File: src/rtl/interval_capture_timer.sv
//==============================================================================
// Module   : interval_capture_timer
// Brief    : Measures start-to-stop intervals in clk cycles and holds each
//            capture until the consumer acknowledges it. Optional macro
//            INTERVAL_CAPTURE_SATURATE_EN selects saturating count / overflow.
// Revision : 1.0 - initial release
//==============================================================================
`default_nettype none

module interval_capture_timer (
    input  logic        clk,
    input  logic        rst,
    input  logic        start,
    input  logic        stop,
    input  logic        result_ready,
    output logic [31:0] result_val,
    output logic        result_valid,
    output logic        busy,
    output logic        overflow
);

    localparam logic [1:0] c_st_idle  = 2'd0;
    localparam logic [1:0] c_st_count = 2'd1;
    localparam logic [1:0] c_st_hold  = 2'd2;

    logic [1:0]  r_state;
    logic [1:0]  w_state_next;
    logic [31:0] r_count;
    logic [31:0] r_result;
    logic [31:0] w_count_inc;
    logic        w_start_accept;
    logic        w_capture;

`ifdef INTERVAL_CAPTURE_SATURATE_EN
    logic [32:0] w_sum;
    logic        w_carry;
    logic        r_overflow;

    // Carry out of the 33-bit sum marks an interval beyond the 32-bit range.
    assign w_sum       = {1'b0, r_count} + 33'd1;
    assign w_carry     = w_sum[32];
    assign w_count_inc = w_carry ? 32'hFFFF_FFFF : w_sum[31:0];
`else
    assign w_count_inc = r_count + 32'd1;
`endif

    // A start is honoured from IDLE, or on the HOLD handshake edge.
    assign w_start_accept = start && ((r_state == c_st_idle) ||
                                      ((r_state == c_st_hold) && result_ready));
    assign w_capture      = (r_state == c_st_count) && stop;

    always_ff @(posedge clk) begin
        if (rst) begin
            r_state <= c_st_idle;
        end else begin
            r_state <= w_state_next;
        end
    end

    always_comb begin
        w_state_next = r_state;
        case (r_state)
            c_st_idle: begin
                if (start) begin
                    w_state_next = c_st_count;
                end
            end
            c_st_count: begin
                if (stop) begin
                    w_state_next = c_st_hold;
                end
            end
            c_st_hold: begin
                if (result_ready) begin
                    w_state_next = start ? c_st_count : c_st_idle;
                end
            end
            default: begin
                w_state_next = c_st_idle;
            end
        endcase
    end

    always_comb begin
        busy         = (r_state != c_st_idle);
        result_valid = (r_state == c_st_hold);
    end

    always_ff @(posedge clk) begin
        if (rst) begin
            r_count  <= 32'd0;
            r_result <= 32'd0;
        end else begin
            if (w_start_accept) begin
                r_count <= 32'd0;
            end else if ((r_state == c_st_count) && !stop) begin
                r_count <= w_count_inc;
            end
            // The stop edge itself counts, hence count+1 is captured.
            if (w_capture) begin
                r_result <= w_count_inc;
            end
        end
    end

`ifdef INTERVAL_CAPTURE_SATURATE_EN
    always_ff @(posedge clk) begin
        if (rst) begin
            r_overflow <= 1'b0;
        end else if (w_start_accept) begin
            r_overflow <= 1'b0;
        end else if (w_capture) begin
            r_overflow <= w_carry;
        end
    end

    assign overflow = r_overflow;
`else
    assign overflow = 1'b0;
`endif

    assign result_val = r_result;

endmodule

`default_nettype wire

File: config.mk
export PLATFORM = sky130hd
export DESIGN_NAME = interval_capture_timer
export DESIGN_NICKNAME = d
export VERILOG_FILES = /design/src/rtl/interval_capture_timer.sv
export SDC_FILE = /design/constraint.sdc
export NUM_CORES = 1
export LEC_CHECK = 0
export BUFFER_PORTS_ARGS = -buffer_cell sky130_fd_sc_hd__buf_2
export CAP_MARGIN = 20
export CORE_MARGIN = 5
export CORE_UTILIZATION = 52
export DETAILED_ROUTE_END_ITERATION = 12
export GPL_ROUTABILITY_DRIVEN = 0
export HOLD_SLACK_MARGIN = 0.12
export MAX_ROUTING_LAYER = met4
export PLACE_DENSITY = 0.86
export SETUP_SLACK_MARGIN = 0.15
export SYNTH_ARGS = -nofsm -noshare
export SYNTH_HDL_FRONTEND = slang
export SYNTH_SLANG_ARGS = --single-unit
File: constraint.sdc
create_clock -name clk -period 1.9 [get_ports clk]
set_input_delay 0.095 -clock clk [delete_from_list [all_inputs] [get_ports clk]]
set_output_delay 0.095 -clock clk [all_outputs]
set_load 0.1 [all_outputs]
==> out/summary.txt <==
status - finished, violations left
failing checks - setup timing
DRT iter0 DRCs - 566
antenna viol nets, final - 0
CP cell instances - nand4_1 -> buf_4 -> or4_4 -> buf_6 -> or4b_1 -> a21oi_1
DRC errors left - 0
headroom to the max-slew limit - 65.5%
max frequency - 0.487 GHz
first-pass GRT wire length - 17.4 mm
CP Class - reg2reg
gate count of the mapped netlist - 393
Starting Density - 52.8%
Cell variety after synth - 44
die width - 89.8 um
row cnt - 29
Synthesis Warnings - 0
VDD IR-drop max - 0.670 mV
Detail Placement HPWL - 6.29 mm
number of iterations in the first detailed-routing pass - 6
clk buf depth - 2
Root Driver - clkbuf_8
CP required - 2.17 ns
Worst EP arrival - 2.33 ns
Mean Syn Cell Area - 8.43 um^2
CTS tree - done
Worst setup EP type - flop
grt total ovfl - 0
critical path's slowest cell - or4_4
number of global-route vias before repair - 3587
P_leak - 1.76 nW
Buf/Inv on CP - 2
unrepaired setup endpoints after global routing - true
Layout area overhead - 49.5%
Seq/Total Area, Yosys - 39.9%
clock skew - 0.0112 ns
vias - 4168
Clk Latency, worst-skew pair - 0.35 ns
Wirelength per Cell - 23.6 um
total of max-cap violations - 0
WL final - 13.8 mm
Setup-failing EPs final - 8
Least-Margin Pin Slew - 0.522 ns
H-tree depth - 3
mapped cell area - 3310 um^2
clock sinks - 66
Final Max Tran Viols - 0
final core utilization - 78.9%
proportion of layout cells with a drive suffix above 1 - 48.6%
top area cells in the synthesized netlist - dfxtp_1, or4_1, o31ai_1, nor2_1, a311oi_1
top cell type by total area after synthesis - dfxtp_1
diodes inserted - 0
Final #Nets - 507
die area - 8060 um^2
HP Class - in2reg
Final period util - 108%
fraction of registers with async set/reset - 0%
synthesized flop and latch total - 66
Vias/cell - 7.15
Hold Vio Cnt, Final - 0
syn nets - 399
min Tclk post-route - 2.05 ns
CP peak stage delay - 0.45 ns
Num CTS Buffers - 9
Post-synth EDFFs - 0
pin count of the biggest net entering global routing - 39
Reg clk slew, reported paths - 0.08 ns
CP Max Fanout - 4
CP startpoint kind - flop
initial antenna violation count - 0
die height - 89.8 um
PnR worst setup slack - -0.154 ns
Tot Pwr - 3.47 mW
IO Pins - 40
CP top delay family - simple AND/OR/NAND/NOR gates
top_reg_cell synth - dfxtp_1
number of port buffers - 38
power per cell area - 701 nW/um^2
worst hold slack - 0.270 ns
global router's overall resource usage - 26.7%
Setup WS pre-CTS - -0.0807 ns
Core ar. - 6280 um^2
post-synth top area share - 39.9%
==> sequential cells by signal, summed over array words and instances, names as in the netlist <==
register	cells
r_count	32
result_val	32
r_state	2
==> cell type report <==
class                   instances  area, um^2
clock buffers                  11         141
clock inverters                 5        77.6
fillers                       338        1330
inverters                       2        7.51
multi-input cells             291        2230
flip-flops and latches         66        1360
well taps                      77        96.3
repair buffers                131        1030
==> synth_stat cells (9+ instances only) <==
cell type / instances
a211oi_1: 12
a21oi_1: 27
a311oi_1: 17
and4_1: 10
clkbuf_1: 28
dfxtp_1: 66
nand2_1: 20
nand3_1: 17
nand4_1: 10
nor2_1: 40
o31ai_1: 25
or3_1: 13
or4_1: 27
xnor2_1: 9
xor2_1: 9
==> per-layer routing <==
layer	share of wire [%]	GRT usage [%]
met1	36	30.2
met2	47	44.2
met3	9.8	4.09
met4	6.5	16.6
met5	0	-
==> cell families (layout without fill, tap and decap cells) <==
group / after synthesis / count (layout) / synth area share (%)
simple gates: 167 / 167 / 29.2
xor+xnor: 18 / 18 / 4.76
compound gates: 104 / 104 / 21.2
buf+inv: 36 / 149 / 4.46
other cells: 1 / 1 / 0.113
flops: 66 / 66 / 39.9
fa+ha+maj: 1 / 1 / 0.378
==> power breakdown <==
| part | switching [mW] | internal [mW] |
|---|---|---|
| clock | 0.588 | 0.771 |
| combinational | 0.533 | 0.123 |
| sequential | 0.0289 | 1.43 |
==> tightest hold or removal path: stages <==
cell	delay (ns)
buf_2	0.14
nor3b_4	0.07
buf_6	0.14
nand2_1	0.07
a21oi_1	0.05
==> metrics by stage <==
stage / TNS (ns) / cell area, um^2 / std cells
floorplan: -0.0750 / 3370 / 393
global placement: 0 / 3930 / 530
detailed placement: -0.273 / 3930 / 530
CTS: 0 / 4460 / 565
global route: -0.866 / 4950 / 583
finish: -0.762 / 4950 / 583
==> cell usage in the layout, fill, tap and decap left out, types with 3 or more instances in the layout <==
master and n:
buf_4 62, dfxtp_1 42, buf_2 40, nor2_1 39, buf_6 22, or4_4 19, dfxtp_2 19, nand2_1 18
o31ai_1 18, a21oi_2 14, a21oi_1 12, a211oi_1 12, or3_1 11, nand4_1 10, nand3_1 10, clkbuf_8 10
xnor2_1 9, xor2_1 9, a311oi_2 9, or4_1 8, a311oi_1 8, o21ai_0 8, o31ai_2 7, o21ai_1 6
and4_1 6, dfxtp_4 5, nand3_2 4, nor3_1 4, and4_4 4, nand3_4 3, and3_4 3, dlygate4sd3_1 3
==> path summary, 6_finish.rpt <==
kind	depth (start not counted)	endpoint	slack, ns	start
max	6	r_count[30]$_SDFFE_PP0P_	-0.15	r_count[23]$_SDFFE_PP0P_
min	5	r_count[1]$_SDFFE_PP0P_	0.27	stop
max reg2reg	6	r_count[30]$_SDFFE_PP0P_	-0.15	r_count[23]$_SDFFE_PP0P_
min reg2reg	2	result_val[29]$_SDFFE_PP0P_	0.50	result_val[29]$_SDFFE_PP0P_
==> what timing repair did <==
| action | in CTS | in global routing |
|---|---|---|
| buffers inserted | 15 | 14 |
| gates resized for setup | 44 | 87 |
| endpoints found under the hold margin | 10 | 0 |
| endpoints found under the setup margin | 27 | 40 |
| hold buffers | 3 | 0 |
| gates cloned | 1 | 4 |
| pin swaps | 20 | 34 |
Power figures use the tool's default switching activity.
